$ cat src/rtl/axi_block_read_master.sv
// AXI4 read-burst master that refills one cache block. It issues a single INCR
// burst and assembles the returned beats into a flat block buffer.
module axi_block_read_master #(
  parameter int ADDR_WIDTH  = 64,
  parameter int DATA_WIDTH  = 32,
  parameter int BLOCK_WORDS = 16
) (
  input  logic                              clk,
  input  logic                              arstn,
  input  logic                              i_start_read,
  input  logic [ADDR_WIDTH-1:0]             i_addr,
  output logic                              o_read_last,
  output logic                              o_read_error,
  output logic                              o_busy,
  output logic [DATA_WIDTH*BLOCK_WORDS-1:0] o_data_block,
  output logic [ADDR_WIDTH-1:0]             o_araddr,
  output logic [7:0]                        o_arlen,
  output logic [2:0]                        o_arsize,
  output logic [1:0]                        o_arburst,
  output logic                              o_arvalid,
  input  logic                              i_arready,
  input  logic [DATA_WIDTH-1:0]             i_rdata,
  input  logic [1:0]                        i_rresp,
  input  logic                              i_rlast,
  input  logic                              i_rvalid,
  output logic                              o_rready
);

  localparam int OFFSET_BITS = $clog2(BLOCK_WORDS * DATA_WIDTH / 8);
  localparam int CNT_W       = $clog2(BLOCK_WORDS);
  localparam logic [CNT_W-1:0] LAST_BEAT = CNT_W'(BLOCK_WORDS - 1);

  typedef enum logic [1:0] {IDLE, ADDR, DATA, DONE} state_t;

  state_t           state;
  logic [CNT_W-1:0] beat_cnt;
  logic             at_last;

  assign o_arlen   = 8'(BLOCK_WORDS - 1);
  assign o_arsize  = 3'($clog2(DATA_WIDTH / 8));
  assign o_arburst = 2'b01;

  assign at_last = (beat_cnt == LAST_BEAT);

  // NOTE: sequential state uses non-blocking assignments only, so every flop
  // samples pre-edge values regardless of statement order.
  always_ff @(posedge clk or negedge arstn) begin
    if (!arstn) begin
      state        <= IDLE;
      beat_cnt     <= '0;
      o_araddr     <= '0;
      o_arvalid    <= 1'b0;
      o_rready     <= 1'b0;
      o_read_last  <= 1'b0;
      o_read_error <= 1'b0;
      o_busy       <= 1'b0;
      // NOTE: the block buffer lives in flops rather than a RAM macro, so it
      // can be reset and o_data_block is never X after reset.
      o_data_block <= '0;
    end else begin
      case (state)
        IDLE: begin
          if (i_start_read) begin
            o_araddr     <= {i_addr[ADDR_WIDTH-1:OFFSET_BITS], {OFFSET_BITS{1'b0}}};
            beat_cnt     <= '0;
            o_read_error <= 1'b0;
            o_arvalid    <= 1'b1;
            o_busy       <= 1'b1;
            state        <= ADDR;
          end
        end
        ADDR: begin
          // arvalid is raised unconditionally on entry; only its drop waits on arready.
          if (o_arvalid && i_arready) begin
            o_arvalid <= 1'b0;
            o_rready  <= 1'b1;
            state     <= DATA;
          end
        end
        DATA: begin
          if (i_rvalid && o_rready) begin
            o_data_block[int'(beat_cnt) * DATA_WIDTH +: DATA_WIDTH] <= i_rdata;
            beat_cnt <= beat_cnt + CNT_W'(1);
            // Slave error, or rlast disagreeing with our own beat count.
            if ((i_rresp != 2'b00) || (i_rlast != at_last)) begin
              o_read_error <= 1'b1;
            end
            if (i_rlast || at_last) begin
              o_rready    <= 1'b0;
              o_read_last <= 1'b1;
              state       <= DONE;
            end
          end
        end
        DONE: begin
          o_read_last <= 1'b0;
          o_busy      <= 1'b0;
          state       <= IDLE;
        end
        default: state <= IDLE;
      endcase
    end
  end

endmodule

$ cat config.mk
export PLATFORM = sky130hd
export DESIGN_NAME = axi_block_read_master
export DESIGN_NICKNAME = d
export VERILOG_FILES = /design/src/rtl/axi_block_read_master.sv
export SDC_FILE = /design/constraint.sdc
export NUM_CORES = 1
export LEC_CHECK = 0
export ABC_AREA = 1
export CORE_ASPECT_RATIO = 0.6
export CORE_MARGIN = 2
export CORE_UTILIZATION = 30
export CTS_CLUSTER_DIAMETER = 150
export DETAILED_ROUTE_END_ITERATION = 7
export SLEW_MARGIN = 20
export SYNTH_ARGS = -nofsm -noshare
export SYNTH_HDL_FRONTEND = slang
export SYNTH_SLANG_ARGS = --single-unit
$ cat constraint.sdc
create_clock -name clk -period 3.5 [get_ports clk]
set_input_delay 0.7 -clock clk [delete_from_list [all_inputs] [get_ports clk]]
set_output_delay 0.7 -clock clk [all_outputs]
set_load 0.01 [all_outputs]
Word level (Yosys, flattened, before mapping). Cells that the tools add are included.

Flip-flop bits (word level): 581. Bits of input ports: 104. Output and inout bits: 594.

Add/subtract/negate cells: 2. Eq/ne operators: 10. Shift-type cells: 2. Mux-type cells: 24. Reductions and logical operators: 20.

Operators with widths (number): $bwmux W512 (1); $shift A32 B33 Y512 const A (1); $shiftx A32 B33 Y512 (1); $neg A9 Y33 (1); $reduce_and A4 Y1 (3); $reduce_bool A2 Y1 (6); $mux W1 (10); $ne A2 B2 Y1 const B (5); $pmux W1 S2 (5); $reduce_and A3 Y1 (3); $mux W2 (4); $mux W4 (2); $pmux W2 S4 (1); $pmux W4 S2 (1); $reduce_and A2 Y1 (3); $add A4 B1 Y4 const B (1); $eq A2 B2 Y1 const B (2); $eq A4 B4 Y1 const B (1); $eq A2 B1 Y1 const B (1); $logic_and A1 B1 Y1 (2); $logic_not A2 Y1 (1); $logic_or A1 B1 Y1 (2); $ne A1 B1 Y1 (1).

Depth between registers and ports, before layout.
Depth after elaboration: 6. Depth in mapped cells: 15.

Least setup slack after synthesis. No wires, ideal clock.

Path kind: register to register. Start point: reg beat_cnt[0]. End point: reg o_data_block[151]. Library setup time: 0.066 ns. Arrival time: 2.424 ns. Path slack: 1.010 ns. Stages on the path, launching flop included: 13. Path buffers: 5. Clock period less this slack: 2.490 ns. Cell sequence: dfrtp_1 buf_2 inv_1 buf_2 buf_1 ha_1 inv_1 clkbuf_1 clkbuf_1 nand4_1 nor3_1 nand2_1 nand2_1.

Cells in the longest elaborated chain, start to end: 3. Elaborated cells between the ends (all ways): 4.

Ends and longest elaborated chain: start, declared (RTL line 36) `logic [CNT_W-1:0] beat_cnt;`; start signal, assigned (RTL line 83) `beat_cnt <= beat_cnt + CNT_W'(1);`; $neg A9 Y33 * (RTL line 82) `o_data_block[int'(beat_cnt) * DATA_WIDTH +: DATA_WIDTH] <= i_rdata;`; $shiftx A32 B33 Y512 / $shift A32 B33 Y512 (equally long branches) (RTL line 82); $bwmux W512 * (RTL line 82); end signal, assigned by index (RTL line 82); end, declared (RTL line 15) `output logic [DATA_WIDTH*BLOCK_WORDS-1:0] o_data_block,`.

Mark *: on every way between the ends. The rest lies on a longest branch, timed or not. A chain may end at the register's enable or synchronous reset.

Worst setup path in the final report.
Start point: reg beat_cnt[2]. End point: reg o_data_block[279].

Same word-level chain as after synthesis.

==> impl_metrics.py <==
metrics = {
    "route": {
        "post-route-drc-count": 0,
        "detail-route-antenna-nets": 0,
        "detail_route.wl_per_cell_um": 22.9,
        "routed_via_density": 4.95,
        "num_vias": 24010,
        "finalWirelength_mm": 111,
        "drt_first_iter_violations": 2111,
        "dr.pass1.iters": 5,
    },
    "synth": {
        "synth.yosys.seq_area_share_pct": 57.0,
        "synth_warnings": 0,
        "synthDistinctLibCells": 30,
        "mappedNetlistArea_um2": 25500,
        "postSynthAreaPerCell_um2": 8.31,
        "postSynthCellCount": 3071,
        "synth_seq_cells": 581,
    },
    "cts": {
        "cts.hold.buffers_added": 0,
        "cts_tree": "yes",
        "cts_inserted_buffers": 57,
        "clk_pin_slew_worst_paths_ns": 0.07,
        "cts.sink_count": 581,
        "clock_path_buffers": 3,
        "cts.repair_timing.setup_buffer_count": 0,
        "cts_repair_resize_count": 0,
        "cts.root.buffer_cell": "clkbuf_16",
        "cts.htree.levels": 2,
        "clk-insertion-delay-late_ns": 0.63,
    },
    "timing": {
        "timing.setup.tns_ns": 0,
        "timing.fmax_mhz": 349,
        "timing.final.setup_violations": 0,
        "rsz_0062_raised_after_global_routing": "false",
        "worst_pin_slew_ns": 0.916,
        "final-max-slew-violation-count": 0,
        "hold_viol_final": 0,
        "final.setup_skew_ns": 0.0203,
        "min_period_over_period_pct": 81.8,
        "worst_slew_margin_rel_pct": 38.9,
        "timing.final.crit_period_ns": 2.86,
        "layout_setup_ws_ns": 0.637,
    },
    "die": {
        "die_width_um": 380,
        "initial_core_util_pct": 30.4,
        "row_count": 82,
        "die_area_um2": 87500,
        "die-height_um": 230,
        "core_area_um2": 83800,
        "floorplan.io_pins": 698,
    },
    "finish": {
        "final_core_util_pct": 42.5,
        "final_net_count": 3780,
        "area_growth_syn_to_layout_pct": 39.6,
        "postLayoutCellArea_um2": 35600,
        "layout-drive-gt1-share_pct": 7.02,
    },
    "grt": {
        "total_global_routing_overflow": 0,
        "first_global_vias": 22744,
        "number_of_antenna_violations_at_the_first_check_in_global_routing": 7,
        "grt_max_degree": 99,
        "grt_first_pass_wirelength_mm": 162,
        "grt.total_usage_pct": 24.8,
    },
    "placed_design": {
        "dpl.hpwl_mm": 76.7,
        "globalplace.congestion": 0.834,
        "pre_cts_ws_ns": 0.520,
        "io_buffers": 672,
        "detailed_place.area_um2": 33600,
    },
    "pwr": {
        "totalPowerFinal_mw": 25.1,
        "power.density_nw_per_um2": 705,
        "peakVddDrop_v": 0.000983,
        "total_leakage_power_nw": 16.0,
    },
    "setup_path": {
        "critPathArrivalTime_ns": 3.43,
        "critPathCaptureType": "flop",
        "setup.worst_path.class": "reg -> reg",
        "path_max_fanout": 33,
        "timing.critical_path.from_type": "flop",
        "timing.critical_path.required_ns": 4.07,
        "rr_worst_depth": 12,
    },
    "run": {
        "max-cap-violations": 0,
    },
    "worst_hold_path": {
        "min-delay-path-class": "in -> async",
    },
    "run_status": {
        "status": "finished clean",
    },
}
==> cell usage after synthesis (all sizes together) <==
cell | n | share of area, %
nand3 | 276 | 5.5
buf | 114 | 2.5
o21ai | 392 | 7.7
nor3 | 156 | 3.1
ha | 8 | 0.39
clkinv | 2 | 0.029
or3 | 1 | 0.025
nand4 | 70 | 1.7
a31oi | 1 | 0.025
conb | 2 | 0.029
nor2 | 111 | 2.0
nand2 | 1130 | 17
or2 | 1 | 0.025
a21oi | 8 | 0.16
clkbuf | 154 | 2.3
o22ai | 1 | 0.025
inv | 63 | 0.94
dfrtp | 581 | 57
==> metal layers <==
| layer | GRT usage, % | wire length [µm] |
|---|---|---|
| met5 | 0 | 0 |
| met4 | 4.38 | 1840 |
| met3 | 5.75 | 8750 |
| met2 | 38.1 | 50200 |
| met1 | 35.9 | 50500 |
==> logic make-up after synthesis <==
| group | count (synthesis) | synth area share [%] |
|---|---|---|
| adders and majority gates | 8 | 0.392 |
| AOI/OAI and AO/OA | 402 | 7.90 |
| other | 2 | 0.0294 |
| buffers and inverters | 333 | 5.73 |
| and+or+nand+nor | 1745 | 29.0 |
| DFF | 581 | 57.0 |
==> cell usage in the layout (no fill, tap or decap), drive strengths merged <==
cell type,count
buf,118
dfrtp,581
diode,1
clkbuf,79
clkinvlp,4
nor3,156
bufinv,7
inv,65
a21oi,8
nor2,111
a31oi,1
or2,1
o21ai,392
nand4,70
conb,19
ha,8
or3,1
clkinv,17
o22ai,1
nand2,1130
nand3,276
clkdlybuf4s50,671
==> worst paths after layout <==
kind | startpoint | end | slack, ns
max | beat_cnt[2] | o_data_block[279] | 0.64
min | arstn | o_data_block[150] | 0.04
max reg2reg | beat_cnt[2] | o_data_block[279] | 0.64
min reg2reg | o_araddr[46] | o_araddr[46] | 0.48
max in group asynchronous | arstn | o_data_block[423] | 2.38
min in group clk | o_araddr[46] | o_araddr[46] | 0.48
==> area by class of cell <==
cell class / instances / area, µm²
fillers: 8298 / 48200
flip-flops and latches: 581 / 14500
multi-input cells: 2174 / 9640
repair buffers: 789 / 7730
clock buffers: 79 / 1680
well taps: 1134 / 1420
clock inverters: 28 / 333
inverters: 65 / 259
diodes: 1 / 2.50
==> worst max-delay path, cell delays in order (launching register included) <==
cell and delay [ns]:
dfrtp_1 0.45, nor2_1 0.10, nand2_1 0.10, inv_1 0.07, ha_4 0.57, nand2_1 0.17
nor2_4 0.21, nand2_2 0.13, buf_4 0.28, nor2_4 0.14, buf_4 0.36, nand2_1 0.11
nand2_1 0.08
==> sequential cells by signal, indices dropped and copies added, names as in the netlist <==
register      flops
o_rready          1
state             2
o_data_block    512
o_read_last       1
o_read_error      1
beat_cnt          4
o_busy            1
o_araddr         58
o_arvalid         1
==> through the flow <==
stage	cells	hold slack, ns
after detailed placement	4743	0.464
after global placement	4743	0.462
final	4851	0.0426
after global routing	4850	0.0675
after CTS	4850	0.0329
after floorplan	3088	0.404
==> where the power goes <==
group,switching [mW],internal [mW]
clock,2.86,3.87
sequential,0.357,7.30
combinational,8.10,2.63
total,11.3,13.8
Note: power is estimated with default switching activity, not from simulation.
